[config.mk]
export PLATFORM = sky130hd
export DESIGN_NAME = bitlet_normalizer
export DESIGN_NICKNAME = d
export VERILOG_FILES = /design/src/rtl/bitlet_normalizer.sv
export SDC_FILE = /design/constraint.sdc
export NUM_CORES = 1
export LEC_CHECK = 0
export BUFFER_PORTS_ARGS = -buffer_cell sky130_fd_sc_hd__buf_4
export CAP_MARGIN = 15
export CORE_MARGIN = 1
export CORE_UTILIZATION = 50
export CTS_CLUSTER_SIZE = 12
export DETAILED_ROUTE_END_ITERATION = 16
export PLACE_DENSITY = 0.74
export SYNTH_ARGS = -nofsm -noshare
export SYNTH_HDL_FRONTEND = slang
export SYNTH_SLANG_ARGS = --single-unit
export TNS_END_PERCENT = 50
[constraint.sdc]
create_clock -name clk -period 2.98 [get_ports clk]
set_input_delay 0.894 -clock clk [delete_from_list [all_inputs] [get_ports clk]]
set_output_delay 0.894 -clock clk [all_outputs]
set_load 0.01 [all_outputs]
[src/rtl/bitlet_normalizer.sv]
// Iterative normalizer: signed aligned sum -> sign/exponent/mantissa.
// Define BITLET_NORM_ROUND_EN for round-to-nearest-even (default truncates).
module bitlet_normalizer #(
  parameter int W_ACC   = 32,
  parameter int W_EXP   = 8,
  parameter int W_MAN   = 23,
  parameter int STEP    = 4,
  parameter int ACC_OFS = W_ACC - 1
) (
  input  logic             clk,
  input  logic             rst_n,
  input  logic             in_valid,
  output logic             in_ready,
  input  logic [W_ACC-1:0] in_acc,
  input  logic [W_EXP-1:0] in_emax,
  output logic             out_valid,
  input  logic             out_ready,
  output logic             out_sign,
  output logic [W_EXP-1:0] out_exp,
  output logic [W_MAN-1:0] out_man,
  output logic             out_zero,
  output logic             out_ovf
);

  localparam int LZW = $clog2(W_ACC) + 1;
  localparam int EW  = W_EXP + 2;
  localparam int FW  = W_ACC + W_MAN - 1;
  localparam logic signed [EW-1:0] E_MIN = EW'(1);
  localparam logic signed [EW-1:0] E_MAX = EW'((1 << W_EXP) - 1);

  typedef enum logic [1:0] {IDLE, SCAN, PACK, DONE} state_t;

  state_t state, state_nx;

  logic             sign;
  logic [W_ACC-1:0] mag;
  logic [W_ACC-1:0] mag_in;
  logic [W_EXP-1:0] emax;
  logic [LZW-1:0]   lz;
  logic [LZW-1:0]   lzc;
  logic             hit;
  logic             accept;

  assign in_ready  = (state == IDLE);
  assign out_valid = (state == DONE);
  assign accept    = in_valid && in_ready;
  assign mag_in    = in_acc[W_ACC-1] ? (~in_acc + W_ACC'(1)) : in_acc;

  // Leading-zero count inside the top STEP bits; STEP when all clear.
  always_comb begin
    lzc = LZW'(STEP);
    hit = 1'b0;
    for (int i = STEP - 1; i >= 0; i--) begin
      if (mag[W_ACC-1-i]) begin
        lzc = LZW'(i);
        hit = 1'b1;
      end
    end
  end

  always_ff @(posedge clk or negedge rst_n) begin
    if (!rst_n) state <= IDLE;
    else        state <= state_nx;
  end

  always_comb begin
    state_nx = state;
    unique case (state)
      IDLE:    if (accept) state_nx = SCAN;
      SCAN:    if (hit || mag == '0) state_nx = PACK;
      PACK:    state_nx = DONE;
      DONE:    if (out_ready) state_nx = IDLE;
      default: state_nx = IDLE;
    endcase
  end

  always_ff @(posedge clk or negedge rst_n) begin
    if (!rst_n) begin
      sign <= 1'b0;
      mag  <= '0;
      emax <= '0;
      lz   <= '0;
    end else if (accept) begin
      sign <= in_acc[W_ACC-1];
      mag  <= mag_in;
      emax <= in_emax;
      lz   <= '0;
    end else if (state == SCAN && mag != '0) begin
      mag <= mag << lzc;
      lz  <= lz + lzc;
    end
  end

  logic [FW-1:0]          frac;
  logic [W_MAN-1:0]       man_t;
  logic [W_MAN-1:0]       man_r;
  logic                   rnd;
  logic                   carry;
  logic signed [EW-1:0]   e_raw;
  logic signed [EW-1:0]   e_r;

  // Fraction below the implicit one, padded so short sums still fill man.
  always_comb begin
    frac  = {mag[W_ACC-2:0], {W_MAN{1'b0}}};
    man_t = W_MAN'(frac >> (W_ACC - 1));
`ifdef BITLET_NORM_ROUND_EN
    rnd   = frac[W_ACC-2] & ((|frac[W_ACC-3:0]) | man_t[0]);
`else
    rnd   = 1'b0;
`endif
    {carry, man_r} = {1'b0, man_t} + (W_MAN + 1)'(rnd);
    e_raw = EW'(emax) + EW'(ACC_OFS) - EW'(lz);
    e_r   = e_raw + EW'(carry);
  end

  always_ff @(posedge clk or negedge rst_n) begin
    if (!rst_n) begin
      out_sign <= 1'b0;
      out_exp  <= '0;
      out_man  <= '0;
      out_zero <= 1'b0;
      out_ovf  <= 1'b0;
    end else if (state == PACK) begin
      if (mag == '0) begin
        out_sign <= 1'b0;
        out_exp  <= '0;
        out_man  <= '0;
        out_zero <= 1'b1;
        out_ovf  <= 1'b0;
      end else if (e_r < E_MIN) begin
        out_sign <= sign;
        out_exp  <= '0;
        out_man  <= '0;
        out_zero <= 1'b1;
        out_ovf  <= 1'b0;
      end else if (e_r > E_MAX) begin
        out_sign <= sign;
        out_exp  <= '1;
        out_man  <= '1;
        out_zero <= 1'b0;
        out_ovf  <= 1'b1;
      end else begin
        out_sign <= sign;
        out_exp  <= e_r[W_EXP-1:0];
        out_man  <= man_r;
        out_zero <= 1'b0;
        out_ovf  <= 1'b0;
      end
    end
  end

endmodule

==> impl_table.tex, run 1 <==
\begin{tabular}{lr}
\hline
Metric & Value \\
\hline
\multicolumn{2}{l}{\textbf{Synthesis}} \\
\quad Largest area contributor in the synthesized netlist & sky130\_fd\_sc\_hd\_\_dfrtp\_1 \\
\quad Number of warning messages in the yosys log & 0 \\
\quad Synth async-reset ratio & 100\% \\
\quad Most instantiated cells after synthesis & 83 x sky130\_fd\_sc\_hd\_\_dfrtp\_1, 71 x sky130\_fd\_sc\_hd\_\_nand2\_1, 56 x sky130\_fd\_sc\_hd\_\_nor2\_1 \\
\quad Most repeated cell in the gate-level netlist after synthesis & sky130\_fd\_sc\_hd\_\_dfrtp\_1 \\
\quad Average footprint of a synthesized cell & 8.75 um2 \\
\quad Portion of synthesized cell area occupied by the leading cell type & 35.2\% \\
\quad Synth Instances & 675 \\
\quad Top FF cell, synth & sky130\_fd\_sc\_hd\_\_dfrtp\_1 \\
\quad Leading cell types by total area after synthesis & sky130\_fd\_sc\_hd\_\_dfrtp\_1 35\%, sky130\_fd\_sc\_hd\_\_ha\_1 4.7\%, sky130\_fd\_sc\_hd\_\_nand2\_1 4.5\% \\
\quad Number of unique standard cell types used by synthesis & 76 \\
\quad Flip-flop and latch count after synthesis & 83 \\
\quad Sequential fraction of the synthesis area & 35.2\% \\
\quad Cell area after technology mapping & 5910 um2 \\
\quad Number of synthesized flops with an enable pin & 0 \\
\quad Synthesized Nets & 743 \\
\multicolumn{2}{l}{\textbf{Timing}} \\
\quad Worst clock skew & 0.00376 ns \\
\quad Actual slew at the worst max-slew pin & 0.539 ns \\
\quad Slew margin rel. & 64.0\% \\
\quad Final hold vios & 0 \\
\quad Worst-case setup margin in the final layout & 0.0483 ns \\
\quad Number of pins exceeding their max-slew limit in the final report & 0 \\
\quad Endpoints failing setup & 0 \\
\quad TNS Setup & 0 ns \\
\quad Maximum frequency from static timing analysis & 341 MHz \\
\quad Final period demand of the worst path & 2.93 ns \\
\quad Period utilisation layout & 98.4\% \\
\multicolumn{2}{l}{\textbf{Placement}} \\
\quad Post-Place Cell Area & 6790 um2 \\
\quad Estimated wirelength of the detail-placed design & 12400 um \\
\quad Placement Setup Slack & 0.0309 ns \\
\quad Final GP Congestion & 0.998 \\
\quad Number of buffer cells added on primary ports & 79 \\
\multicolumn{2}{l}{\textbf{Final layout}} \\
\quad Core Util, Final & 63.2\% \\
\quad FILL cells & 947 \\
\quad Ratio of cells with drive above 1 in the final layout & 22.7\% \\
\quad Post-route cell area & 7250 um2 \\
\quad Count of antenna diodes in the layout & 0 \\
\quad Nets@finish & 829 \\
\quad Area grow syn2layout & 22.7\% \\
\multicolumn{2}{l}{\textbf{Clock tree}} \\
\quad Source-to-sink clock delay at the later pin of the worst-skew pair & 0.34 ns \\
\quad Clock sink count & 83 \\
\quad Root buffer selected by CTS & sky130\_fd\_sc\_hd\_\_clkbuf\_16 \\
\quad Clock tree from TritonCTS & built \\
\quad CTS H-Tree Depth & 3 \\
\quad Number of buffers inserted by hold repair at cts & 0 \\
\quad Number of buffers created by CTS & 9 \\
\quad Clock transition at the registers of the reported paths & 0.06 ns \\
\quad Maximum clock path buffer count & 2 \\
\multicolumn{2}{l}{\textbf{Floorplan}} \\
\quad Placeable core region & 11500 um2 \\
\quad Starting density of the core & 51.5\% \\
\quad Die Outline Area & 12300 um2 \\
\quad Total number of placement rows & 39 \\
\quad Number of top-level design ports & 80 \\
\quad Overall die width & 111 um \\
\quad Height of the die & 111 um \\
\multicolumn{2}{l}{\textbf{GRT}} \\
\quad Overall global routing resource usage & 28.4\% \\
\quad Vias in the first global route & 5692 \\
\quad First-pass GRT wire length & 28200 um \\
\quad Grt total ovfl & 0 \\
\quad Pin count of the biggest net entering global routing & 47 \\
\quad Number of antenna violations at the first check in global routing & 0 \\
\multicolumn{2}{l}{\textbf{Setup path}} \\
\quad Cell count of the worst reg-to-reg path & 11 \\
\quad Kind of critical path & flip-flop to flip-flop \\
\quad Element type at the critical path end & flip-flop \\
\quad CP required & 3.20 ns \\
\quad Startpoint Class & flip-flop \\
\quad Critical R2R Launch & lz[2]\$\_DFFE\_PN0P\_ \\
\quad Largest fanout of any net on the critical path & 6 \\
\quad Crit path DAT & 3.15 ns \\
\quad RR Endpoint & out\_man[5]\$\_DFFE\_PN0P\_ \\
\quad Setup slack of the worst register-to-register path & 0.05 ns \\
\multicolumn{2}{l}{\textbf{Power and ir drop}} \\
\quad Leakage component of the power & 0.00318 uW \\
\quad Worst vdd rail ir drop & 818 uV \\
\quad Power per cell area & 1250 nW/um2 \\
\multicolumn{2}{l}{\textbf{Flow run}} \\
\quad Number of maximum-capacitance violations & 0 \\
\multicolumn{2}{l}{\textbf{Detailed routing}} \\
\quad Iteration count of the initial detailed-routing pass & 5 \\
\quad Average via count per standard cell & 6.41 \\
\quad Iter 0 DRT Violations & 442 \\
\quad Routed via count & 5821 \\
\quad Post-detailed-route DRC marker count & 0 \\
\quad Routed Antenna Nets & 0 \\
\quad Detailed Route WL & 17500 um \\
\quad WL/cell & 19.3 um \\
\multicolumn{2}{l}{\textbf{Hold path}} \\
\quad Number of stages on the worst hold path & 2 \\
\quad Endpoint of the worst hold-timing path & sign\$\_DFFE\_PN0P\_ \\
\quad Path class of the lowest-slack min-delay path & flip-flop to flip-flop \\
\quad Hold wc startpoint & sign\$\_DFFE\_PN0P\_ \\
\multicolumn{2}{l}{\textbf{Run status}} \\
\quad Run status & finished clean \\
\hline
\end{tabular}
-- layout make-up --
| cell class | count | area (um2) | area share (%) |
|---|---|---|---|
| Timing Repair Buffer | 126 | 1020 | 14.1 |
| Inverter | 32 | 120 | 1.66 |
| Sequential cell | 83 | 2080 | 28.7 |
| Tap cell | 143 | 179 | 2.47 |
| Clock inverter | 5 | 78.8 | 1.09 |
| Clock buffer | 10 | 229 | 3.16 |
| Multi-Input combinational cell | 509 | 3540 | 48.9 |
-- kinds of logic after synthesis --
| family | count (synthesis) | synth area share (%) |
|---|---|---|
| and+or+nand+nor | 208 | 16.7 |
| muxes | 27 | 5.49 |
| adders and majority gates | 24 | 5.34 |
| buffers and inverters | 83 | 5.83 |
| xor gates and xnor gates | 33 | 4.89 |
| DFF | 83 | 35.2 |
| AOI/OAI and AO/OA | 217 | 26.6 |
-- placed cells by master, fill, tap and decap left out, drive strengths merged, types with 21 or more instances in the layout --
cell type / Yosys / final
xor2: 21 / 21
nand2: 71 / 71
inv: 31 / 31
dfrtp: 83 / 83
o21ai: 44 / 44
a21oi: 46 / 46
ha: 22 / 22
nor2: 57 / 57
o2bb2ai: 24 / 24
buf: 12 / 124
-- state kept, by name, indices dropped and copies added, names as in the netlist --
name / cells
mag: 32
out_man: 23
emax: 8
out_exp: 8
lz: 6
state: 2
out_ovf: 1
out_sign: 1
out_zero: 1
sign: 1
-- power breakdown --
part	internal, uW	total (uW)	switching (uW)
registers	1710	2420	715
clock network	729	1190	461
logic	2490	5460	2960
total	4930	9070	4140
-- layer usage --
| metal | routed length (um) | GRT usage [%] |
|---|---|---|
| met4 | 597 | 12.5 |
| met3 | 1140 | 4.26 |
| met2 | 8500 | 46.2 |
| met5 | 0 | 0 |
| met1 | 7300 | 37.5 |
-- per-stage QoR --
| stage | instances | hold WS (ns) | power (uW) |
|---|---|---|---|
| after floorplan | 675 | 0.450 | 5790 |
| after global placement | 887 | 0.467 | 7280 |
| after detailed placement | 887 | 0.474 | 7430 |
| after CTS | 902 | 0.489 | 8670 |
| after global routing | 908 | 0.500 | 9700 |
| final | 908 | 0.489 | 9070 |
-- worst max-delay path, cell delays in order, from the launching register on --
cell                        delay (ns)
sky130_fd_sc_hd__dfrtp_1          0.36
sky130_fd_sc_hd__inv_1            0.06
sky130_fd_sc_hd__ha_1             0.34
sky130_fd_sc_hd__fa_2             0.44
sky130_fd_sc_hd__a211oi_2         0.25
sky130_fd_sc_hd__o21ba_2          0.21
sky130_fd_sc_hd__o221ai_1         0.12
sky130_fd_sc_hd__or4_4            0.45
sky130_fd_sc_hd__o31ai_4          0.22
sky130_fd_sc_hd__buf_12           0.16
sky130_fd_sc_hd__clkbuf_16        0.14
sky130_fd_sc_hd__o2bb2ai_1        0.08
-- worst max path at each step --
| stage | from | cells past startpoint | slack (ns) | end |
|---|---|---|---|---|
| global route | lz[2]$_DFFE_PN0P_ | 11 | -0.03 | out_man[17]$_DFFE_PN0P_ |
| global placement | emax[1]$_DFFE_PN0P_ | 10 | 0.09 | out_man[9]$_DFFE_PN0P_ |
| detailed placement | emax[1]$_DFFE_PN0P_ | 10 | 0.03 | out_man[20]$_DFFE_PN0P_ |
| floorplan | lz[1]$_DFFE_PN0P_ | 11 | 0.05 | out_man[14]$_DFFE_PN0P_ |
| CTS | lz[3]$_DFFE_PN0P_ | 12 | 0.01 | out_man[20]$_DFFE_PN0P_ |
| finish | lz[2]$_DFFE_PN0P_ | 11 | 0.05 | out_man[5]$_DFFE_PN0P_ |
-- what timing repair did --
item	in CTS	in global routing
gates cloned	0	3
setup endpoints to repair	1	24
buffers inserted	0	3
pin swaps	0	2
resized for setup	1	8
Note: power is estimated with default switching activity, not from simulation.
==> run 2, diff against run 1 <==
PLACE_DENSITY = 0.79   (was 0.74)
==> run 2 against run 1 <==
Effect of this change: the run now ends with setup timing left; final cell count did not move; register-to-register slack got worse by 0.08 ns; clock-buffer cell count grew 2; utilization decreased by 0.076 points; die area did not move; combinational power is essentially flat; critical path depth did not move; worst hold slack about the same; clock skew rose by 0.00068 ns; non-clock buffer count down 1; setup slack lost 0.077 ns; critical path type unchanged; largest cell class unchanged; highest routed layer unchanged.
==> impl_table.tex, run 2 (same netlist as run 1, synthesis figures left out) <==
\begin{tabular}{lr}
\hline
Metric & Value \\
\hline
\multicolumn{2}{l}{\textbf{Timing}} \\
\quad Worst-case setup margin in the final layout & -0.0292 ns (was 0.0483 ns) \\
\quad Number of pins exceeding their max-slew limit in the final report & 0 (unchanged) \\
\quad Endpoints failing setup & 17 (was 0) \\
\quad Worst clock skew & 0.00444 ns (was 0.00376 ns) \\
\quad Final hold vios & 0 (unchanged) \\
\quad Minimum hold slack & 0.490 ns (was 0.489 ns) \\
\quad Final period demand of the worst path & 3.01 ns (was 2.93 ns) \\
\quad TNS Setup & -0.203 ns (was 0 ns) \\
\quad Slew margin rel. & 58.0\% (was 64.0\%) \\
\quad Setup repair after global routing missed its margin & true \\
\quad Actual slew at the worst max-slew pin & 0.630 ns (was 0.539 ns) \\
\quad Period utilisation layout & 101\% (was 98.4\%) \\
\quad Maximum frequency from static timing analysis & 332 MHz (was 341 MHz) \\
\multicolumn{2}{l}{\textbf{Setup path}} \\
\quad Crit path DAT & 3.24 ns (was 3.15 ns) \\
\quad CP startpoint & emax[1]\$\_DFFE\_PN0P\_ (was lz[2]\$\_DFFE\_PN0P\_) \\
\quad Critical R2R Launch & emax[1]\$\_DFFE\_PN0P\_ (was lz[2]\$\_DFFE\_PN0P\_) \\
\quad CP required & 3.21 ns (was 3.20 ns) \\
\quad Kind of critical path & flip-flop to flip-flop (unchanged) \\
\quad Element type at the critical path end & flip-flop (unchanged) \\
\quad Startpoint Class & flip-flop (unchanged) \\
\quad Largest fanout of any net on the critical path & 6 (unchanged) \\
\multicolumn{2}{l}{\textbf{Final layout}} \\
\quad Flip-flop count of the largest register, all copies and words added & 32 (unchanged) \\
\quad Count of antenna diodes in the layout & 0 (unchanged) \\
\quad Area grow syn2layout & 22.5\% (was 22.7\%) \\
\quad Largest register by flop count & mag (unchanged) \\
\quad Largest registers ranked by flip-flop count & mag x32, out\_man x23 (unchanged) \\
\quad Ratio of cells with drive above 1 in the final layout & 22.7\% (unchanged) \\
\quad Commonest non-fill, non-tap cells in the layout & 120 x sky130\_fd\_sc\_hd\_\_buf\_4, 83 x sky130\_fd\_sc\_hd\_\_dfrtp\_1, 71 x sky130\_fd\_sc\_hd\_\_nand2\_1 (unchanged) \\
\quad Nets@finish & 828 (was 829) \\
\quad Core Util, Final & 63.1\% (was 63.2\%) \\
\quad Most common cell after layout, fill and taps aside & sky130\_fd\_sc\_hd\_\_buf\_4 (unchanged) \\
\multicolumn{2}{l}{\textbf{GRT}} \\
\quad Met2 Resource Use GR & 46.7\% (was 46.2\%) \\
\quad First-pass GRT wire length & 28400 um (was 28200 um) \\
\quad Met3 track demand over resource & 4.59\% (was 4.26\%) \\
\quad Pin count of the biggest net entering global routing & 45 (was 47) \\
\quad Vias in the first global route & 5612 (was 5692) \\
\quad Number of antenna violations at the first check in global routing & 0 (unchanged) \\
\quad Overall global routing resource usage & 28.6\% (was 28.4\%) \\
\quad Routing layer with the top usage in global route & met2 (unchanged) \\
\quad Grt total ovfl & 0 (unchanged) \\
\quad Grt met1 use & 36.7\% (was 37.5\%) \\
\multicolumn{2}{l}{\textbf{Clock tree}} \\
\quad Clock tree from TritonCTS & built (unchanged) \\
\quad Maximum clock path buffer count & 2 (unchanged) \\
\quad Source-to-sink clock delay at the later pin of the worst-skew pair & 0.34 ns (about the same) \\
\quad Number of buffers inserted by hold repair at cts & 0 (unchanged) \\
\quad Clock transition at the registers of the reported paths & 0.06 ns (about the same) \\
\quad CTS H-Tree Depth & 3 (unchanged) \\
\quad Root buffer selected by CTS & sky130\_fd\_sc\_hd\_\_clkbuf\_16 (unchanged) \\
\quad Clock sink count & 83 (unchanged) \\
\quad Number of buffers created by CTS & 9 (unchanged) \\
\multicolumn{2}{l}{\textbf{Hold path}} \\
\quad Path class of the lowest-slack min-delay path & flip-flop to flip-flop (unchanged) \\
\quad Hold wc startpoint & out\_man[4]\$\_DFFE\_PN0P\_ (was sign\$\_DFFE\_PN0P\_) \\
\multicolumn{2}{l}{\textbf{Detailed routing}} \\
\quad WL/cell & 19.4 um (was 19.3 um) \\
\quad Routed Antenna Nets & 0 (unchanged) \\
\quad Iteration count of the initial detailed-routing pass & 5 (unchanged) \\
\quad Detailed Route WL & 17600 um (was 17500 um) \\
\quad Average via count per standard cell & 6.42 (was 6.41) \\
\quad Post-detailed-route DRC marker count & 0 (unchanged) \\
\quad Routed via count & 5828 (was 5821) \\
\quad Iter 0 DRT Violations & 534 (was 442) \\
\multicolumn{2}{l}{\textbf{Run status}} \\
\quad Run status & complete, but fails checks (was finished clean) \\
\quad Failing checks & setup timing \\
\multicolumn{2}{l}{\textbf{Floorplan}} \\
\quad Starting density of the core & 51.5\% (unchanged) \\
\quad Total number of placement rows & 39 (unchanged) \\
\quad Placeable core region & 11500 um2 (unchanged) \\
\quad Number of top-level design ports & 80 (unchanged) \\
\quad Overall die width & 111 um (unchanged) \\
\quad Height of the die & 111 um (unchanged) \\
\quad Die Outline Area & 12300 um2 (unchanged) \\
\multicolumn{2}{l}{\textbf{Placement}} \\
\quad Estimated wirelength of the detail-placed design & 12400 um (about the same) \\
\quad Number of buffer cells added on primary ports & 79 (unchanged) \\
\quad Final GP Congestion & 0.987 (was 0.998) \\
\quad Placement Setup Slack & -0.0248 ns (was 0.0309 ns) \\
\multicolumn{2}{l}{\textbf{Power and ir drop}} \\
\quad Leakage component of the power & 0.00317 uW (was 0.00318 uW) \\
\quad Power per cell area & 1260 nW/um2 (was 1250 nW/um2) \\
\quad Worst vdd rail ir drop & 719 uV (was 818 uV) \\
\multicolumn{2}{l}{\textbf{Flow run}} \\
\quad Number of maximum-capacitance violations & 0 (unchanged) \\
\hline
\end{tabular}
[run 2: cell count changes in the layout (fill, tap and decap cells not counted), sizes merged]
cell and delta:
clkbuf +1, clkinv -1
[run 2: final cells by class]
type	count	area, um2
Fill cell	952	4230
Multi-Input combinational cell	509	3540
Sequential cell	83	2080
Timing Repair Buffer	125	1000
Clock buffer	12	246
Tap cell	143	179
Inverter	32	120
Clock inverter	4	73.8
[run 2: routing by layer]
metal	wire length, um	vias to the layer above
li1	-	2653
met1	7150	2798
met2	8470	313
met3	1240	64
met4	725	0
met5	0	-
[run 2: path summary, 6_finish.rpt]
kind                                      endpoint  slack (ns)  cells after the start
max                        out_man[15]$_DFFE_PN0P_       -0.03                     11
min                         out_man[4]$_DFFE_PN0P_        0.49                      1
max reg2reg                out_man[15]$_DFFE_PN0P_       -0.03                     11
min reg2reg                 out_man[4]$_DFFE_PN0P_        0.49                      1
max in group asynchronous      mag[23]$_DFFE_PN0P_        1.82                      2
min in group asynchronous      emax[7]$_DFFE_PN0P_        0.54                      1
[run 2: metrics by stage]
stage               std cells  power, uW  instance area, um2
finish                    908       9150                7240
global route              908       9740                7240
CTS                       905       8840                7150
detailed placement        885       7450                6770
global placement          885       7250                6770
floorplan                 675       5790                5910
[run 2: critical path, stage by stage (launching register included)]
cell and delay [ns]:
sky130_fd_sc_hd__dfrtp_1 0.40, sky130_fd_sc_hd__ha_1 0.31, sky130_fd_sc_hd__ha_2 0.20, sky130_fd_sc_hd__fa_2 0.38, sky130_fd_sc_hd__a211oi_2 0.23, sky130_fd_sc_hd__o21ba_2 0.19, sky130_fd_sc_hd__o221ai_2 0.10, sky130_fd_sc_hd__or4_4 0.45
sky130_fd_sc_hd__o31ai_4 0.23, sky130_fd_sc_hd__buf_6 0.17, sky130_fd_sc_hd__clkbuf_16 0.15, sky130_fd_sc_hd__o2bb2ai_1 0.07
[run 2: repair_timing]
item | in CTS | in global routing
pin swaps | 5 | 1
endpoints found under the setup margin | 24 | 24
setup buffers | 3 | 2
gates cloned | 1 | 1
gates resized for setup | 5 | 7
[run 2: report_power, final]
part | leakage (uW) | switching, uW | internal [uW] | total [uW]
clock | 0.000157 | 464 | 758 | 1220
combinational | 0.00201 | 3000 | 2480 | 5490
sequential | 0.00101 | 733 | 1710 | 2440
==> run 3, diff against run 2 <==
MAX_ROUTING_LAYER = met4   (was not set)
REMOVE_ABC_BUFFERS = 1   (was not set)
==> run 3 against run 2 <==
Effect of this change: the flow now finishes without violations; clock-buffer cell count decreased by 3; register-to-register slack improved by 0.08 ns; sequential cell count unchanged; utilization increased by 0.27 points; sequential power about the same; clock skew increased by 0.0030 ns; final cell count decreased by 0.44%; largest power group unchanged; highest routed layer unchanged.
==> impl_table.tex, run 3 (same netlist as run 1, synthesis figures left out) <==
\begin{tabular}{lr}
\hline
Metric & Value \\
\hline
\multicolumn{2}{l}{\textbf{Run status}} \\
\quad Run status & finished clean (was complete, but fails checks) \\
\multicolumn{2}{l}{\textbf{Final layout}} \\
\quad Ratio of cells with drive above 1 in the final layout & 23.1\% (was 22.7\%) \\
\quad Commonest non-fill, non-tap cells in the layout & 114 x sky130\_fd\_sc\_hd\_\_buf\_4, 83 x sky130\_fd\_sc\_hd\_\_dfrtp\_1, 71 x sky130\_fd\_sc\_hd\_\_nand2\_1 (was 120 x sky130\_fd\_sc\_hd\_\_buf\_4, 83 x sky130\_fd\_sc\_hd\_\_dfrtp\_1, 71 x sky130\_fd\_sc\_hd\_\_nand2\_1) \\
\quad Core Util, Final & 63.4\% (was 63.1\%) \\
\quad Nets@finish & 824 (was 828) \\
\quad Largest register by flop count & mag (unchanged) \\
\quad Most common cell after layout, fill and taps aside & sky130\_fd\_sc\_hd\_\_buf\_4 (unchanged) \\
\quad Flip-flop count of the largest register, all copies and words added & 32 (unchanged) \\
\quad Layout Cells excl Fill & 904 (was 908) \\
\quad Count of antenna diodes in the layout & 0 (unchanged) \\
\quad Area grow syn2layout & 23.1\% (was 22.5\%) \\
\quad Post-route cell area & 7270 um2 (was 7240 um2) \\
\quad Largest registers ranked by flip-flop count & mag x32, out\_man x23 (unchanged) \\
\multicolumn{2}{l}{\textbf{Placement}} \\
\quad Post-Place Cell Area & 6790 um2 (was 6770 um2) \\
\quad Final GP Congestion & 0.929 (was 0.987) \\
\quad Number of buffer cells added on primary ports & 79 (unchanged) \\
\quad Estimated wirelength of the detail-placed design & 12300 um (was 12400 um) \\
\quad Post-placement cell count & 883 (was 885) \\
\multicolumn{2}{l}{\textbf{Setup path}} \\
\quad RR Endpoint & out\_man[11]\$\_DFFE\_PN0P\_ (was out\_man[15]\$\_DFFE\_PN0P\_) \\
\quad Cell type with the highest occurrence count on the critical path & sky130\_fd\_sc\_hd\_\_ha\_4 \\
\quad CP required & 3.22 ns (was 3.21 ns) \\
\quad Largest incremental delay on the critical path & 0.44 ns (was 0.45 ns) \\
\quad Kind of critical path & flip-flop to flip-flop (unchanged) \\
\quad Element type at the critical path end & flip-flop (unchanged) \\
\quad Cell breakdown of the critical path & ha\_4 > ha\_4 > fa\_2 > a211oi\_2 > o21ba\_2 > o221ai\_1 > or4\_4 > o31ai\_4 > buf\_6 > clkbuf\_16 > o2bb2ai\_1 (was ha\_1 > ha\_2 > fa\_2 > a211oi\_2 > o21ba\_2 > o221ai\_2 > or4\_4 > o31ai\_4 > buf\_6 > clkbuf\_16 > o2bb2ai\_1) \\
\quad Setup slack of the worst register-to-register path & 0.05 ns (was -0.03 ns) \\
\quad Critical R2R Launch & emax[1]\$\_DFFE\_PN0P\_ (unchanged) \\
\quad Cell count of the worst reg-to-reg path & 11 (unchanged) \\
\quad Largest fanout of any net on the critical path & 6 (unchanged) \\
\quad Crit-path slowest cell & sky130\_fd\_sc\_hd\_\_or4\_4 (unchanged) \\
\quad Crit path DAT & 3.17 ns (was 3.24 ns) \\
\quad Startpoint Class & flip-flop (unchanged) \\
\multicolumn{2}{l}{\textbf{Detailed routing}} \\
\quad Detailed Route WL & 17900 um (was 17600 um) \\
\quad Average via count per standard cell & 6.43 (was 6.42) \\
\quad Iter 0 DRT Violations & 485 (was 534) \\
\quad Routed via count & 5809 (was 5828) \\
\quad Iteration count of the initial detailed-routing pass & 5 (unchanged) \\
\quad Post-detailed-route DRC marker count & 0 (unchanged) \\
\quad WL/cell & 19.8 um (was 19.4 um) \\
\quad Routed Antenna Nets & 0 (unchanged) \\
\multicolumn{2}{l}{\textbf{Clock tree}} \\
\quad Maximum clock path buffer count & 2 (unchanged) \\
\quad Clock sink count & 83 (unchanged) \\
\quad Root buffer selected by CTS & sky130\_fd\_sc\_hd\_\_clkbuf\_16 (unchanged) \\
\quad Source-to-sink clock delay at the later pin of the worst-skew pair & 0.35 ns (was 0.34 ns) \\
\quad Clock tree from TritonCTS & built (unchanged) \\
\quad Clock transition at the registers of the reported paths & 0.06 ns (about the same) \\
\quad Number of buffers created by CTS & 9 (unchanged) \\
\quad Number of buffers inserted by hold repair at cts & 0 (unchanged) \\
\quad CTS H-Tree Depth & 3 (unchanged) \\
\multicolumn{2}{l}{\textbf{Hold path}} \\
\quad Number of stages on the worst hold path & 1 (unchanged) \\
\quad Endpoint of the worst hold-timing path & out\_man[9]\$\_DFFE\_PN0P\_ (was out\_man[4]\$\_DFFE\_PN0P\_) \\
\quad Path class of the lowest-slack min-delay path & flip-flop to flip-flop (unchanged) \\
\quad Hold wc startpoint & out\_man[9]\$\_DFFE\_PN0P\_ (was out\_man[4]\$\_DFFE\_PN0P\_) \\
\multicolumn{2}{l}{\textbf{GRT}} \\
\quad Vias in the first global route & 5688 (was 5612) \\
\quad Pin count of the biggest net entering global routing & 42 (was 45) \\
\quad First-pass GRT wire length & 29100 um (was 28400 um) \\
\quad Number of antenna violations at the first check in global routing & 0 (unchanged) \\
\quad Grt total ovfl & 0 (unchanged) \\
\quad Overall global routing resource usage & 30.5\% (was 28.6\%) \\
\multicolumn{2}{l}{\textbf{Timing}} \\
\quad Actual slew at the worst max-slew pin & 0.565 ns (was 0.630 ns) \\
\quad Minimum hold slack & 0.492 ns (was 0.490 ns) \\
\quad Number of pins exceeding their max-slew limit in the final report & 0 (unchanged) \\
\quad Worst clock skew & 0.00744 ns (was 0.00444 ns) \\
\quad Final hold vios & 0 (unchanged) \\
\quad Slew margin rel. & 62.3\% (was 58.0\%) \\
\quad Final period demand of the worst path & 2.93 ns (was 3.01 ns) \\
\quad TNS Setup & 0 ns (was -0.203 ns) \\
\quad Endpoints failing setup & 0 (was 17) \\
\quad Period utilisation layout & 98.3\% (was 101\%) \\
\quad Maximum frequency from static timing analysis & 341 MHz (was 332 MHz) \\
\quad Setup repair after global routing missed its margin & false (was true) \\
\multicolumn{2}{l}{\textbf{Floorplan}} \\
\quad Die Outline Area & 12300 um2 (unchanged) \\
\quad Height of the die & 111 um (unchanged) \\
\quad Overall die width & 111 um (unchanged) \\
\quad Total number of placement rows & 39 (unchanged) \\
\quad Placeable core region & 11500 um2 (unchanged) \\
\quad Number of top-level design ports & 80 (unchanged) \\
\quad Starting density of the core & 51.5\% (unchanged) \\
\multicolumn{2}{l}{\textbf{Power and ir drop}} \\
\quad Worst vdd rail ir drop & 822 uV (was 719 uV) \\
\quad Leakage component of the power & 0.00315 uW (was 0.00317 uW) \\
\quad Power per cell area & 1260 nW/um2 (about the same) \\
\multicolumn{2}{l}{\textbf{Flow run}} \\
\quad Number of maximum-capacitance violations & 0 (unchanged) \\
\hline
\end{tabular}
run 3: per-stage QoR:
step                setup WS, ns  total power [uW]
global placement          0.0617              7270
CTS                       0.0135              8870
detailed placement      -0.00160              7440
floorplan                  -1.46              5570
finish                    0.0502              9190
global route              0.0214              9810
run 3: critical path: cells and delay by family (launching register included):
kind / cells / cell delay (ns)
compound gates: 5 / 0.77
fa+ha+maj: 3 / 0.83
buf+inv: 2 / 0.34
flops: 1 / 0.42
simple gates: 1 / 0.44
run 3: repair_timing:
item / 4_1_cts / 5_1_grt
gates resized for setup: 5 / 10
pin swaps: 2 / 7
setup endpoints to repair: 5 / 24
setup buffers: 2 / 1
cloned: 1 / 1
run 3: worst max path at each step:
| stage | endpoint | start |
|---|---|---|
| 2_1_floorplan | state[1]$_DFFE_PN0P_ | mag[29]$_DFFE_PN0P_ |
| 3_3_place_gp | out_man[17]$_DFFE_PN0P_ | emax[1]$_DFFE_PN0P_ |
| 3_5_place_dp | out_man[2]$_DFFE_PN0P_ | emax[1]$_DFFE_PN0P_ |
| 4_1_cts | out_man[10]$_DFFE_PN0P_ | emax[1]$_DFFE_PN0P_ |
| 5_1_grt | out_man[2]$_DFFE_PN0P_ | emax[1]$_DFFE_PN0P_ |
| 6_report | out_man[11]$_DFFE_PN0P_ | emax[1]$_DFFE_PN0P_ |
run 3: where the power goes:
part           switching [uW]  internal, uW
logic                    3010          2530
registers                 710          1710
clock network             500           740
total                    4220          4970
run 3: final cells by class:
| cell class | instances | area, um2 |
|---|---|---|
| fillers | 977 | 4200 |
| multi-input cells | 509 | 3570 |
| flip-flops and latches | 83 | 2080 |
| repair buffers | 121 | 1000 |
| clock buffers | 9 | 225 |
| well taps | 143 | 179 |
| inverters | 32 | 120 |
| clock inverters | 7 | 101 |
run 3: layer usage:
metal / vias up / share of wire [%] / GRT usage [%]
li1: 2656 / - / -
met1: 2824 / 42 / 39.0
met2: 273 / 48 / 48.6
met3: 56 / 6.6 / 4.10
met4: 0 / 3.5 / 13.3
met5: - / 0 / -
